### src/rtl/uart_tx_fsm.sv
// -----------------------------------------------------------------------------
// uart_tx_fsm
//
// UART transmit path: serializer, parity generator, bit mux and control FSM.
// Runs at the TX baud clock, so one CLK cycle is one bit period.
//
// Frame format: 1 start bit (0), DATA_WIDTH data bits LSB first,
// an optional parity bit, and 1 stop bit (1).
//
// Ports
//   CLK        in   TX baud clock; all flops update on posedge
//   RST        in   synchronous, active-high reset; aborts any frame in flight
//   P_DATA     in   parallel word to send; sampled only at the accept edge
//   Data_Valid in   send request; honoured only while the block is idle
//   PAR_EN     in   1 = insert a parity bit; latched at the accept edge
//   PAR_TYP    in   0 = even, 1 = odd parity; latched at the accept edge
//   TX_OUT     out  registered serial line, idles high
//   busy       out  registered; high from the accept edge to the end of stop
// -----------------------------------------------------------------------------
module uart_tx_fsm #(
    parameter int DATA_WIDTH = 8
) (
    input  logic                  CLK,
    input  logic                  RST,
    input  logic [DATA_WIDTH-1:0] P_DATA,
    input  logic                  Data_Valid,
    input  logic                  PAR_EN,
    input  logic                  PAR_TYP,
    output logic                  TX_OUT,
    output logic                  busy
);

    // The counter must be able to hold the value DATA_WIDTH itself, which is
    // the count at which the last data bit has been placed on the line.
    localparam int CNT_W = $clog2(DATA_WIDTH + 1);

    typedef enum logic [2:0] {
        IDLE   = 3'd0,
        START  = 3'd1,
        DATA   = 3'd2,
        PARITY = 3'd3,
        STOP   = 3'd4
    } state_t;

    state_t                state_q,  state_d;
    logic                  tx_q,     tx_d;
    logic                  busy_q,   busy_d;
    logic [CNT_W-1:0]      cnt_q,    cnt_d;
    logic [DATA_WIDTH-1:0] shift_q,  shift_d;
    logic                  par_q,    par_d;
    logic                  par_en_q, par_en_d;

    always_ff @(posedge CLK) begin
        if (RST) begin
            state_q  <= IDLE;
            tx_q     <= 1'b1;
            busy_q   <= 1'b0;
            cnt_q    <= '0;
            shift_q  <= '0;
            par_q    <= 1'b0;
            par_en_q <= 1'b0;
        end else begin
            state_q  <= state_d;
            tx_q     <= tx_d;
            busy_q   <= busy_d;
            cnt_q    <= cnt_d;
            shift_q  <= shift_d;
            par_q    <= par_d;
            par_en_q <= par_en_d;
        end
    end

    always_comb begin
        state_d  = state_q;
        tx_d     = tx_q;
        busy_d   = busy_q;
        cnt_d    = cnt_q;
        shift_d  = shift_q;
        par_d    = par_q;
        par_en_d = par_en_q;

        case (state_q)
            IDLE: begin
                tx_d   = 1'b1;
                busy_d = 1'b0;
                if (Data_Valid) begin
                    // Accept edge: snapshot the word and its configuration so
                    // later input changes cannot disturb this frame. Parity is
                    // computed once here from the data being latched.
                    shift_d  = P_DATA;
                    par_en_d = PAR_EN;
                    par_d    = (^P_DATA) ^ PAR_TYP;
                    tx_d     = 1'b0;
                    busy_d   = 1'b1;
                    state_d  = START;
                end
            end

            START: begin
                tx_d    = shift_q[0];
                shift_d = shift_q >> 1;
                cnt_d   = CNT_W'(1);
                state_d = DATA;
            end

            DATA: begin
                if (cnt_q == CNT_W'(DATA_WIDTH)) begin
                    if (par_en_q) begin
                        tx_d    = par_q;
                        state_d = PARITY;
                    end else begin
                        tx_d    = 1'b1;
                        state_d = STOP;
                    end
                end else begin
                    tx_d    = shift_q[0];
                    shift_d = shift_q >> 1;
                    cnt_d   = cnt_q + CNT_W'(1);
                end
            end

            PARITY: begin
                tx_d    = 1'b1;
                state_d = STOP;
            end

            STOP: begin
                // Data_Valid is deliberately not looked at here, which
                // guarantees one idle-high cycle between back-to-back frames.
                tx_d    = 1'b1;
                busy_d  = 1'b0;
                cnt_d   = '0;
                state_d = IDLE;
            end

            default: begin
                tx_d    = 1'b1;
                busy_d  = 1'b0;
                state_d = IDLE;
            end
        endcase
    end

    assign TX_OUT = tx_q;
    assign busy   = busy_q;

endmodule
### config.mk
export PLATFORM = sky130hd
export DESIGN_NAME = uart_tx_fsm
export DESIGN_NICKNAME = d
export VERILOG_FILES = /design/src/rtl/uart_tx_fsm.sv
export SDC_FILE = /design/constraint.sdc
export NUM_CORES = 1
export LEC_CHECK = 0
export CAP_MARGIN = 20
export CORE_ASPECT_RATIO = 0.9
export CORE_MARGIN = 2
export CORE_UTILIZATION = 51
export DETAILED_ROUTE_END_ITERATION = 10
export GPL_ROUTABILITY_DRIVEN = 0
export PLACE_DENSITY = 0.82
export SETUP_SLACK_MARGIN = 0.4
export SLEW_MARGIN = 30
export SYNTH_ARGS = -nofsm -noshare
export SYNTH_HDL_FRONTEND = slang
export SYNTH_SLANG_ARGS = --single-unit
export TNS_END_PERCENT = 50
### constraint.sdc
create_clock -name CLK -period 2.3 [get_ports CLK]
set_clock_uncertainty 0.1 [all_clocks]
set_input_delay 0.23 -clock CLK [delete_from_list [all_inputs] [get_ports CLK]]
set_output_delay 0.23 -clock CLK [all_outputs]
set_load 0.01 [all_outputs]
==> qor.yml, run 1 <==
run_status:
  status: "finished, final reports clean"
route:
  first_iter_violations: 15
  drc_errors: 0
  wl_um: 2350
  drt-wirelength-per-cell_um: 14.6
  dr.pass1.iters: 4
  ant_nets: 0
  vias: 971
  via_per_inst: 6.03
clock_network:
  cts_buffers: 3
  path_clk_slew_ns: 0.11
  clock_latency_ns: 0.30
  clockBufferDepth: 2
  root_buffer: "clkbuf_4"
  htree_num_levels: 1
  cts_hold_buf: 0
  numClockSinks: 19
  cts_tree: "yes"
critical_path:
  worstSetupStartpointType: "register"
  crit_family: "flip-flops"
  cp_max_fo: 10
  worstSetupPathType: "reg -> reg"
  path_cells: "nor3b_4, a221oi_4, buf_6, buf_4, a311oi_1"
  crit_slowest_cell: "dfxtp_1"
  endpoint_kind: "register"
  crit_buf_inv: 2
  arrival_ns: 1.91
  slowest_delay_ns: 0.55
  cp.required_ns: 2.41
grt:
  grt_max_degree: 19
  grt_pass1_wl_um: 3930
  grt_pass1_vias: 934
  grt_usage_pct: 20.1
  antenna_found_initial: 0
  grt.overflow.total: 0
pwr:
  max-vdd-ir-drop_mv: 0.438
  leakage_nw: 0.489
  power_density_nw_per_um2: 637
die:
  start_util_pct: 53.5
  die_y_um: 49.0
  core_um2: 2140
  io_pins: 15
  rows: 16
  die_area_um2: 2640
  die_x_um: 54.0
timing:
  min_period_ns: 1.80
  timing.final.ws_setup_ns: 0.496
  fmax_mhz: 554
  rsz0062_at_grt: "no"
  period_share_pct: 78.4
  setup_viol: 0
  hold_violations: 0
  slew_violations: 0
  max_slew_margin_pct: 64.1
  tightestPinTransition_ns: 0.535
  setup-tns-final_ns: 0
synthesis:
  synth_area_leaders: "dfxtp_1, mux2i_1, a311oi_1"
  netlist_instances: 115
  yosysSeqAreaShare_pct: 33.2
  synth_top_area_share_pct: 33.2
  yosys_warnings: 0
  syn_area_um2: 1150
  synth.distinct_cells: 41
  syn_nets: 130
  syn_area_per_cell_um2: 9.97
  synth_seq_cells: 19
  yosys.area.top_type: "dfxtp_1"
cells_and_area:
  fin_cells: 161
  fillers: 171
  drive_above_1_share_pct: 19.4
  final_core_utilization_pct: 63.8
  area_growth_pct: 19.3
  finalNetCount: 150
  diodes: 0
min_path:
  hold_class: "reg -> reg"
job:
  drv_cap: 0
placed_design:
  dp.cells: 154
  hpwl_um: 1710
  dp_slack_ns: 0.275
  portBuffers: 14
[cell type report]
class | count | area [um^2] | share of cell area, %
Clock buffer | 4 | 26.3 | 1.92
Inverter | 6 | 22.5 | 1.65
Multi-Input combinational cell | 83 | 694 | 50.8
Sequential cell | 19 | 383 | 28.0
Tap cell | 27 | 33.8 | 2.47
Timing Repair Buffer | 22 | 208 | 15.2
[registers in the layout, summed over array words and instances (netlist names)]
register / flops
par_en_q: 1
shift_q: 8
state_q: 3
busy: 1
cnt_q: 4
TX_OUT: 1
par_q: 1
[path summary, 6_finish.rpt]
| path | startpoint | to | slack [ns] | cells after the start |
|---|---|---|---|---|
| setup / recovery | state_q[1] | shift_q[1] | 0.50 | 5 |
| hold / removal | shift_q[0] | TX_OUT | 0.41 | 1 |
| setup reg to reg | state_q[1] | shift_q[1] | 0.50 | 5 |
| hold reg to reg | shift_q[0] | TX_OUT | 0.41 | 1 |
[worst register-to-register path, cell delays in order, from the launching register on]
cell	delay [ns]
dfxtp_1	0.55
nor3b_4	0.39
a221oi_4	0.12
buf_6	0.17
buf_4	0.13
a311oi_1	0.25
[Yosys cell counts]
library cell	instances
a221o_2	1
o21bai_1	1
a2111oi_0	2
nand3_1	4
a211oi_1	3
xnor2_1	3
o211ai_2	1
clkinv_1	1
a22oi_2	1
nand4_1	1
buf_1	1
nor2_1	3
buf_4	2
xnor2_4	1
nand2b_1	1
or3_1	2
nor3b_4	1
a31o_2	1
or4b_4	1
xnor3_1	1
nor3_1	4
a21boi_1	2
a311oi_1	7
clkbuf_1	2
nor2_8	1
nand3b_1	3
mux2_2	1
a221oi_4	1
a21oi_1	9
xor2_1	3
buf_6	2
ha_1	2
and3b_4	1
mux2i_1	9
nand2b_2	1
dfxtp_1	19
a22oi_1	1
nor2_2	1
o21ai_0	4
nand2_1	5
inv_1	5
[metrics by stage]
step | hold slack, ns | power [mW] | cell area, um^2
after floorplan | 0.274 | 0.621 | 1150
after CTS | 0.396 | 0.870 | 1360
after global placement | 0.363 | 0.679 | 1310
after global routing | 0.442 | 0.925 | 1370
after detailed placement | 0.381 | 0.691 | 1310
final | 0.412 | 0.871 | 1370
[report_power, final]
part	internal, mW	leakage, nW	switching (mW)
clock	0.0676	0.0150	0.103
combinational	0.156	0.317	0.144
sequential	0.370	0.157	0.0302
total	0.594	0.489	0.277
[routing by layer]
metal,global-route usage [%],wire [um],vias to the layer above
met5,0,0,-
met4,7.50,44,0
met3,3.68,93,5
met2,32.9,1180,27
met1,25.6,1030,470
li1,-,-,469
[cell families (layout without fill, tap and decap cells)]
kind of cell               count (synthesis)  after routing  synth area share, %
DFF                                       19             19                 33.2
xor gates and xnor gates                   8              8                 8.95
buffers and inverters                     13             32                 6.22
and+or+nand+nor                           29             29                 17.2
adders and majority gates                  2              2                 2.18
AOI/OAI and AO/OA                         34             34                 23.4
muxes                                     10             10                 8.84
[timing repair]
| action | 4_1_cts | 5_1_grt |
|---|---|---|
| gates resized for setup | 0 | 4 |
| pin swaps | 1 | 6 |
| setup buffers | 3 | 0 |
| gates cloned | 0 | 0 |
| setup endpoints to repair | 8 | 7 |
[cells in the final DEF (no fill, tap or decap), types with 2 or more instances in the layout]
master,instances
inv_1,5
nand3_1,4
nand3b_1,3
nor3_1,4
o21ai_0,4
mux2i_1,9
a21oi_1,9
nand2_1,5
a2111oi_0,2
nor2_1,3
clkdlybuf4s50_1,14
ha_1,2
a311oi_1,7
a211oi_1,3
a21boi_1,2
xor2_1,3
buf_6,2
xnor2_1,3
dfxtp_2,2
clkbuf_4,3
dfxtp_1,17
buf_4,6
or3_1,2
Power figures use the tool's default switching activity.
==> run 2, diff against run 1 <==
- CORE_UTILIZATION: 51 -> 48
- PLACE_DENSITY: 0.82 -> 0.81
- clock period: 2.3 -> 1.52 ns (I/O delays scaled with it)
==> run 2 against run 1 <==
  * The flow now finishes with violations (setup timing)
  * Count of clock-buffer cells in the layout did not move
  * Clock power increased by 58%
  * Total power rose by 74%
  * Core utilization up 9.0 points
  * Sequential share of layout area is 3.9 points lower
  * Highest routed layer unchanged
  * Register-to-register slack lost 0.71 ns
  * Die area is 5.8% higher
  * Fmax increased by 3.8%
  * Non-clock buffer count grew 17
  * Wire length rose by 34%
  * Critical path type unchanged
  * Largest cell class unchanged
==> qor.yml, run 2 (synthesis results as in run 1) <==
cells_and_area:
  diodes: 0
  largest_register: "shift_q"
  drive_above_1_share_pct: 42.4
  fin_cells: 178
  post-route-cell-area_um2: 1620
  mostFrequentLayoutCell: "buf_4"
  seq_area_um2: 390
  largest_reg_flops: 8
  final_core_utilization_pct: 72.9
  multi_input_area_um2: 781
  area_growth_pct: 41.3
  finalNetCount: 167
  layout_common_cells: "buf_4, dfxtp_1, clkdlybuf4s50_1"
  reg_top3: "shift_q: 8 flops, cnt_q: 4 flops, state_q: 3 flops"
  fillers: 158
route:
  first_iter_violations: 38
  ant_nets: 0
  via_per_inst: 5.95
  vias: 1059
  dr.pass1.iters: 4
  wl_um: 3140
  drt-wirelength-per-cell_um: 17.6
  drc_errors: 0
timing:
  hold_violations: 0
  rsz0062_at_grt: "yes"
  tightestPinTransition_ns: 0.310
  max_slew_margin_pct: 79.3
  timing.final.ws_setup_ns: -0.218
  setup_viol: 13
  fmax_mhz: 575
  period_share_pct: 114
  min_period_ns: 1.74
  slew_violations: 0
clock_network:
  clockBufferDepth: 2
  cts_buffers: 3
  htree_num_levels: 1
  root_buffer: "clkbuf_4"
  cts_hold_buf: 0
  path_clk_slew_ns: 0.12
  clock_latency_ns: 0.31
  numClockSinks: 19
  cts_tree: "yes"
die:
  core_um2: 2220
  die_y_um: 50.4
  start_util_pct: 51.6
  die_x_um: 55.5
  io_pins: 15
  rows: 16
  die_area_um2: 2790
critical_path:
  worstSetupPathType: "reg -> reg"
  r2r_slack_ns: -0.22
  cp.required_ns: 1.60
  startpoint: "cnt_q[0]"
  reg2reg_to: "shift_q[5]"
  worstSetupStartpointType: "register"
  cp_max_fo: 6
  rr_worst_depth: 8
  endpoint_kind: "register"
  reg2reg_from: "cnt_q[0]"
  arrival_ns: 1.82
  endpoint: "shift_q[5]"
placed_design:
  dpl-instance-area_um2: 1460
  dp_slack_ns: -0.269
  portBuffers: 14
  dp.cells: 169
  hpwl_um: 2100
grt:
  grt_pass1_wl_um: 5160
  grt_pass1_vias: 1082
  antenna_found_initial: 0
  grt.overflow.total: 0
  grt_max_degree: 19
  grt_usage_pct: 24.3
pwr:
  p_total_mw: 1.51
  max-vdd-ir-drop_mv: 0.811
  power_density_nw_per_um2: 934
  leakage_nw: 0.604
run_status:
  failed_checks: "setup timing"
  status: "finished with violations"
min_path:
  hold_class: "in -> reg"
job:
  drv_cap: 0
==> run 2: cell count changes in the layout (fill, tap and decap cells not counted), moves of 3 or more <==
cell / change
a21oi_1: -3
a21oi_2: +3
buf_4: +13
dfxtp_1: -4
dfxtp_2: +3
==> run 2: how the worst min path moves through the flow <==
stage	endpoint	cells after the start	startpoint
global route	par_en_q	3	PAR_EN
floorplan	par_en_q	2	PAR_EN
finish	par_en_q	3	PAR_EN
CTS	par_en_q	3	PAR_EN
global placement	cnt_q[3]	2	cnt_q[3]
detailed placement	par_q	2	par_q
==> run 2: through the flow <==
step	TNS, ns	hold slack (ns)
after floorplan	-0.529	0.196
after global routing	-2.54	0.363
final	-1.62	0.384
after detailed placement	-2.47	0.389
after CTS	-1.34	0.366
after global placement	-1.36	0.379
==> run 2: final cells by class <==
| type | count | area share [%] |
|---|---|---|
| clock buffers | 4 | 1.62 |
| well taps | 27 | 2.09 |
| inverters | 6 | 1.39 |
| multi-input cells | 83 | 48.2 |
| repair buffers | 39 | 22.6 |
| flip-flops and latches | 19 | 24.1 |
==> run 2: routing by layer <==
| metal | up-vias | GRT usage (%) | share of wire, % |
|---|---|---|---|
| met1 | 504 | 29.9 | 43 |
| met3 | 6 | 6.19 | 7.4 |
| li1 | 503 | - | - |
| met4 | 0 | 5.69 | 1.7 |
| met5 | - | 0 | 0 |
| met2 | 46 | 42.9 | 48 |
==> run 2: report_power, final <==
part	leakage, nW	internal, mW	total, mW	switching (mW)
clock	0.0150	0.102	0.268	0.166
sequential	0.159	0.562	0.615	0.0533
combinational	0.429	0.338	0.628	0.290
total	0.604	1.00	1.51	0.509
==> run 2: critical path, cell delays in order (launching register included) <==
cell	delay [ns]
dfxtp_2	0.35
inv_2	0.05
ha_4	0.15
and3b_4	0.19
a221oi_4	0.32
buf_6	0.17
buf_16	0.11
buf_4	0.10
a311oi_1	0.08
==> run 2: repair_timing <==
| item | 4_1_cts | 5_1_grt |
|---|---|---|
| cloned | 1 | 0 |
| gates resized for setup | 27 | 5 |
| setup buffers | 4 | 0 |
| setup endpoints to repair | 21 | 20 |
| pin swaps | 15 | 5 |
==> run 3, diff against run 2 <==
- CTS_CLUSTER_SIZE: unset -> 12
==> results of run 3 <==
Same layout as run 2: the final DEF is identical, and so are final timing and power.
